$ cat src/rtl/serial_frame_tx_pkg.sv
// ---------------------------------------------------------------
// serial_frame_tx_pkg : frame state encoding and line levels, rev 1.0
// ---------------------------------------------------------------
`default_nettype none

package serial_frame_tx_pkg;

  typedef enum logic [2:0] {
    IDLE   = 3'd0,
    START  = 3'd1,
    DATA   = 3'd2,
    PARITY = 3'd3,
    STOP   = 3'd4
  } state_t;

  // Line levels shared with the receiving detector FSMs.
  localparam logic START_LVL = 1'b1;
  localparam logic STOP_LVL  = 1'b0;
  localparam logic IDLE_LVL  = 1'b0;

  // Start, parity and stop bits added to every data word.
  localparam int FRAME_OVERHEAD = 3;

endpackage

`default_nettype wire

$ cat src/rtl/serial_frame_tx_bit_timer.sv
// ---------------------------------------------------------------
// bit_timer : counts BIT_TICKS clocks per serial bit, rev 1.0
// ---------------------------------------------------------------
`default_nettype none

module bit_timer #(
  parameter int BIT_TICKS = 1
) (
  input  logic clk,
  input  logic reset,
  input  logic clear,
  output logic tick
);

  // With BIT_TICKS=1 the counter is held at 0 and tick stays high.
  localparam int CNT_W = (BIT_TICKS > 1) ? $clog2(BIT_TICKS) : 1;
  localparam logic [CNT_W-1:0] LAST = CNT_W'(BIT_TICKS - 1);

  logic [CNT_W-1:0] count;

  always_ff @(posedge clk) begin
    if (reset || clear || (count == LAST)) begin
      count <= '0;
    end else begin
      count <= count + CNT_W'(1);
    end
  end

  assign tick = (count == LAST);

endmodule

`default_nettype wire

$ cat src/rtl/serial_frame_tx.sv
// ---------------------------------------------------------------
// serial_frame_tx : framed parallel-to-serial transmitter, rev 1.0
// ---------------------------------------------------------------
`default_nettype none

module serial_frame_tx
  import serial_frame_tx_pkg::*;
#(
  parameter int WIDTH     = 8,
  parameter int BIT_TICKS = 1
) (
  input  logic             clk,
  input  logic             reset,
  input  logic             load,
  input  logic [WIDTH-1:0] data_in,
  output logic             ready,
  output logic             X,
  output logic             busy,
  output logic             done
);

  localparam int IDX_W = (WIDTH > 1) ? $clog2(WIDTH) : 1;
  localparam logic [IDX_W-1:0] LAST_IDX = IDX_W'(WIDTH - 1);

  state_t           state;
  logic [WIDTH-1:0] shreg;
  logic [IDX_W-1:0] idx;
  logic             parity;
  logic             tick;

  // Timer held in reset while idle so START always gets a full bit period.
  bit_timer #(
    .BIT_TICKS (BIT_TICKS)
  ) u_bit_timer (
    .clk   (clk),
    .reset (reset),
    .clear (state == IDLE),
    .tick  (tick)
  );

  always_ff @(posedge clk) begin
    if (reset) begin
      state  <= IDLE;
      shreg  <= '0;
      idx    <= '0;
      parity <= 1'b0;
      X      <= IDLE_LVL;
      ready  <= 1'b1;
      busy   <= 1'b0;
      done   <= 1'b0;
    end else begin
      done <= 1'b0;
      case (state)
        IDLE: begin
          X <= IDLE_LVL;
          if (load && ready) begin
            shreg  <= data_in;
            parity <= ^data_in;
            idx    <= '0;
            state  <= START;
            X      <= START_LVL;
            ready  <= 1'b0;
            busy   <= 1'b1;
          end
        end
        START: begin
          if (tick) begin
            state <= DATA;
            X     <= shreg[0];
            shreg <= shreg >> 1;
          end
        end
        DATA: begin
          if (tick) begin
            if (idx == LAST_IDX) begin
              state <= PARITY;
              X     <= parity;
            end else begin
              idx   <= idx + IDX_W'(1);
              X     <= shreg[0];
              shreg <= shreg >> 1;
            end
          end
        end
        PARITY: begin
          if (tick) begin
            state <= STOP;
            X     <= STOP_LVL;
          end
        end
        STOP: begin
          if (tick) begin
            state <= IDLE;
            X     <= IDLE_LVL;
            ready <= 1'b1;
            busy  <= 1'b0;
            done  <= 1'b1;
          end
        end
        default: begin
          state <= IDLE;
          X     <= IDLE_LVL;
          ready <= 1'b1;
          busy  <= 1'b0;
        end
      endcase
    end
  end

endmodule

`default_nettype wire

$ cat config.mk
export PLATFORM = sky130hd
export DESIGN_NAME = serial_frame_tx
export DESIGN_NICKNAME = d
export VERILOG_FILES = /design/src/rtl/serial_frame_tx_pkg.sv /design/src/rtl/serial_frame_tx_bit_timer.sv /design/src/rtl/serial_frame_tx.sv
export SDC_FILE = /design/constraint.sdc
export NUM_CORES = 1
export LEC_CHECK = 0
export ABC_AREA = 1
export CAP_MARGIN = 0
export CELL_PAD_IN_SITES_DETAIL_PLACEMENT = 0
export CELL_PAD_IN_SITES_GLOBAL_PLACEMENT = 1
export CORE_MARGIN = 2
export CORE_UTILIZATION = 25
export DETAILED_ROUTE_END_ITERATION = 12
export GPL_TIMING_DRIVEN = 0
export PLACE_DENSITY_LB_ADDON = 0.1
export SETUP_SLACK_MARGIN = 0.05
export SYNTH_ARGS = -nofsm -noshare
export SYNTH_HDL_FRONTEND = slang
export SYNTH_SLANG_ARGS = --single-unit
$ cat constraint.sdc
create_clock -name clk -period 2 [get_ports clk]
set_clock_uncertainty 0.2 [all_clocks]
set_input_delay 0.2 -clock clk [delete_from_list [all_inputs] [get_ports clk]]
set_output_delay 0.2 -clock clk [all_outputs]
set_load 0.02 [all_outputs]
* Yosys cells after proc, flatten, opt, wreduce, memory -nomap -nowiden
Index checks and enable logic that the tools add are counted.
W data, S select, Z words.
** Cells by class
- Bitwise operators :: 3
- Add/sub/neg operators :: 2
- Muxes and demuxes :: 28
- Reduce and logical (&&, ||, !) cells :: 16
- Eq/ne operators :: 13
** Operator list (number)
- $mux W8 :: 4
- $mux W3 :: 9
- $pmux W8 S3 :: 1
- $ne A2 B2 Y1 const B :: 8
- $pmux W3 S5 :: 1
- $mux W1 :: 9
- $reduce_xor A8 Y1 :: 1
- $eq A3 B2 Y1 const B :: 2
- $eq A3 B3 Y1 const B :: 2
- $pmux W1 S3 :: 2
- $pmux W3 S2 :: 1
- $reduce_and A3 Y1 :: 2
- $reduce_and A6 Y1 :: 1
- $reduce_and A5 Y1 :: 1
- $pmux W1 S4 :: 1
- $reduce_and A4 Y1 :: 1
- $reduce_or A2 Y1 :: 2
- $add A3 B1 Y3 const B :: 1
- $eq A3 B1 Y1 const B :: 1
- $logic_not A3 Y1 :: 1
- $not A1 Y1 :: 3
- $reduce_bool A3 Y1 :: 1
- $reduce_or A3 Y1 :: 1
- $logic_or A1 B1 Y1 :: 2
- other kinds (4) :: 4
** Word-level totals
- Input port bits :: 11
- Flip-flop bits (word level) :: 20
- Logic and storage cells :: 71

* Logic depth before layout (Yosys ltp)
- Word-level depth :: 4
- Mapped depth :: 10
- Mapped depth without buffers :: 10

* By module
Synthesis repeated with hierarchy kept, for this count alone.
** Second synthesis, totals
- Cells, all modules :: 190
- Area total of the unflattened synthesis :: 1227.4 um^2
** Modules (own cells, without submodules)
- serial_frame_tx :: cells each 187, area an instance 1199.9 um^2, instances 1
- bit_timer :: cells each 3, area an instance 27.5 um^2, instances 1

* Least setup slack after synthesis
Ideal clock, no wire load.
- Path kind :: reg2reg
- From :: reg idx[0]
- To :: reg idx[0]
- Data required time :: 1.687 ns
- Setup slack :: 0.431 ns
- Data arrival time :: 1.256 ns
- Setup time :: 0.113 ns
- Cell stages (with the launch flop) :: 9
- Path through :: dfxtp_1 ha_1 ha_1 inv_1 nand3_1 a21oi_2 nand2_1 nand2_1 nor2_1
** On the way
- Word-level cells in the longest chain between the ends :: 4
** RTL lines
- start: declaration :: line serial_frame_tx.sv:27 : logic [IDX_W-1:0] idx;
- start signal: assignment :: line serial_frame_tx.sv:79 : idx <= idx + IDX_W'(1);
- $add A3 B1 Y3 :: line serial_frame_tx.sv:79
- $mux W3 :: line serial_frame_tx.sv:75 : if (idx == LAST_IDX) begin
- $mux W3 :: line serial_frame_tx.sv:74 : if (tick) begin
- $pmux W3 S2 :: line serial_frame_tx.sv:53 : case (state)
Several ways; a longest one is shown, not always the timed one. The select of a mux whose other input is x is not followed.
A chain may end at the register's enable or synchronous reset.

* Final worst setup path
- From :: reg idx[0]
- To :: reg shreg[4]
** On the way
- Word-level cells in the longest chain between the ends :: 3
** RTL lines
- $eq A3 B3 Y1 :: line serial_frame_tx.sv:75
- $ne A2 B2 Y1 (no line)
- $reduce_and A5 Y1 (no line)
- end signal: assignment :: line serial_frame_tx.sv:57 : shreg <= data_in;
- end signal: assignment :: line serial_frame_tx.sv:70 : shreg <= shreg >> 1;
- end signal: assignment :: line serial_frame_tx.sv:81 : shreg <= shreg >> 1;
- end: declaration :: line serial_frame_tx.sv:26 : logic [WIDTH-1:0] shreg;
No other way between the ends.

==> results.json <==
{
  "fin_crit_ns": 1.76,
  "wl_um": 2840,
  "ys.flop_type": "dfxtp_1",
  "cpLargestDelayFamily": "simple AND/OR/NAND/NOR gates",
  "h-tree-depth": 1,
  "synth-seq-area-share": 0.342,
  "crit_cells": 8,
  "core_area_mm2": 0.00444,
  "grt_pass1_vias": 1166,
  "cp_num_buf_inv": 2,
  "grt_max_degree": 11,
  "worst-setup-path-type": "reg2reg",
  "fillers": 502,
  "p_leak_nw": 0.735,
  "antennaDiodeCount": 0,
  "ys_types": 22,
  "drt_iter0_markers": 45,
  "synthCells": 194,
  "synthArstFlopShare": 0,
  "antenna_found_initial": 0,
  "cp.required_ns": 1.96,
  "layout.nets": 226,
  "clk_latency_ns": 0.26,
  "worst_path_max_delay_cell": "dfxtp_1",
  "netlist_top_cells_area": "dfxtp_1, nand2_1, nor2_1",
  "crit_chain": "ha_1, ha_1, inv_1, o21ai_2, nor2_4, inv_2, nor2_1, nor2_1",
  "max_stage_delay_ns": 0.33,
  "drc": 0,
  "initial_core_util": 0.264,
  "synth_most_common_cell": "nand2_1",
  "rows": 24,
  "max-cap-violations": 0,
  "powerDensity_mw_per_mm2": 1480,
  "vias": 1192,
  "post_cts_buffers": 0,
  "synth_edf_count": 0,
  "dp_hpwl_um": 2160,
  "setup_viol": 0,
  "root_buffer": "clkbuf_8",
  "synthTopCellsByCount": "nand2_1, nor2_1, dfxtp_1, nand3_1, inv_1",
  "min_path_cells": 2,
  "synth_area_per_cell_um2": 6.04,
  "die_h_um": 72.4,
  "hp-class": "reg2reg",
  "critical_path.max_fanout": 10,
  "drv_slew": 0,
  "dr.pass1.iters": 4,
  "grt_first_pass_wirelength_um": 5130,
  "post_cts_resized": 0,
  "synth_warnings": 0,
  "path_clk_slew_ns": 0.07,
  "overflow": 0,
  "ir_worst_vdd_uv": 580,
  "fp.dieArea_mm2": 0.00525,
  "syn_nets": 207,
  "netlist_area_mm2": 0.00117,
  "fmax_ghz": 0.567,
  "setup_slack_ns": 0.236,
  "drt-vias-per-instance": 4.53,
  "gp_congestion": 0.756,
  "cts_tree": "built",
  "tns_ns": 0,
  "cts_inserted_buffers": 3,
  "post-place-ws_ns": 0.193,
  "finalHoldViolations": 0,
  "holdBufCountCts": 0,
  "post_drt_wl_per_cell_um": 10.8,
  "critPathLaunchType": "register",
  "clock_sinks": 20,
  "rsz0062_at_grt": "no",
  "clock_path_buffers": 2,
  "status": "completed",
  "postRouteAntennaNets": 0,
  "boundaryPins": 15,
  "ff2ff_path_depth": 8,
  "crit_arrival_ns": 1.72,
  "synth_top_area_cell": "dfxtp_1",
  "drive_above_1_share": 0.0853,
  "ys_seq_elements": 20,
  "synth_top_area_frac": 0.342,
  "die_w_um": 72.4,
  "place.port_buffers": 14,
  "syn_to_final_growth_pct": 21.0,
  "grtUsageTotal": 0.124,
  "cp-end-kind": "register",
  "fin_crit_sh": 0.882
}
## flip-flops by register name, summed over array words and instances, names as in the netlist
name,flops
busy,1
idx,3
state,3
parity,1
shreg,8
ready,1
done,1
u_bit_timer.count,1
X,1
## final timing paths
check	endpoint	startpoint	slack [ns]
hold reg to reg	shreg[7]	shreg[7]	0.29
hold / removal	shreg[7]	shreg[7]	0.29
setup reg to reg	shreg[4]	idx[0]	0.24
setup / recovery	shreg[4]	idx[0]	0.24
## cells by family (layout without fill, tap and decap cells)
group,Yosys count,after routing,synth area share
buffers and inverters,23,40,0.0759
XOR/XNOR,1,1,0.00748
other,1,1,0.00320
flip-flops,20,20,0.342
adder cells (fa/ha/maj),2,2,0.0214
AO/OA/AOI/OAI,15,15,0.0727
AND/OR/NAND/NOR,132,132,0.478
## per-layer routing
layer,track usage,routed length (µm),share of wire,up-vias
met1,0.154,1350,0.48,520
li1,-,-,-,640
met2,0.212,1310,0.46,27
met3,0.0194,126,0.044,5
met5,0,0,0,-
met4,0.0494,48,0.017,0
## cells in the final DEF (no fill, tap or decap)
master and count:
buf_2 2, o21a_1 1, xnor2_1 1, or2_2 1, o21ai_0 4, a21oi_2 1
conb_1 1, nor4_1 1, nor2_4 3, nand2_2 2, ha_1 2, nand4_1 2
nor2_2 1, clkdlybuf4s50_1 14, nand2_1 70, o21ai_1 4, o21ai_2 1, nor2_1 33
dfxtp_1 20, inv_1 17, inv_2 4, clkbuf_8 3, nand3_1 19, a21oi_1 4
## where the power goes
group          internal, mW  switching, mW
combinational         0.406          0.739
clock                 0.134          0.135
sequential            0.566          0.124
total                  1.11          0.998
## per-stage QoR
step / cells / hold slack [ns] / total power [mW] / utilization / area (µm²)
floorplan: 194 / 0.0691 / 1.56 / - / 1170
global placement: 260 / 0.259 / 1.84 / 0.310 / 1380
detailed placement: 260 / 0.278 / 1.86 / 0.310 / 1380
CTS: 263 / 0.295 / 2.14 / 0.319 / 1420
global route: 263 / 0.322 / 2.36 / 0.319 / 1420
finish: 263 / 0.290 / 2.10 / 0.319 / 1420
## area by class of cell
cell class / instances / area [µm²] / share of cell area
multi-input cells: 151 / 682 / 0.481
flip-flops and latches: 20 / 400 / 0.282
repair buffers: 14 / 140 / 0.0989
inverters: 21 / 78.8 / 0.0556
well taps: 52 / 65.1 / 0.0459
clock buffers: 3 / 41.3 / 0.0291
plain buffers: 2 / 10.0 / 0.00706
## tightest hold or removal path: stages, from the launching register on
cell,delay (ns)
dfxtp_1,0.33
nor2_1,0.05
nor2_1,0.08
(Power assumes the default switching activity.)
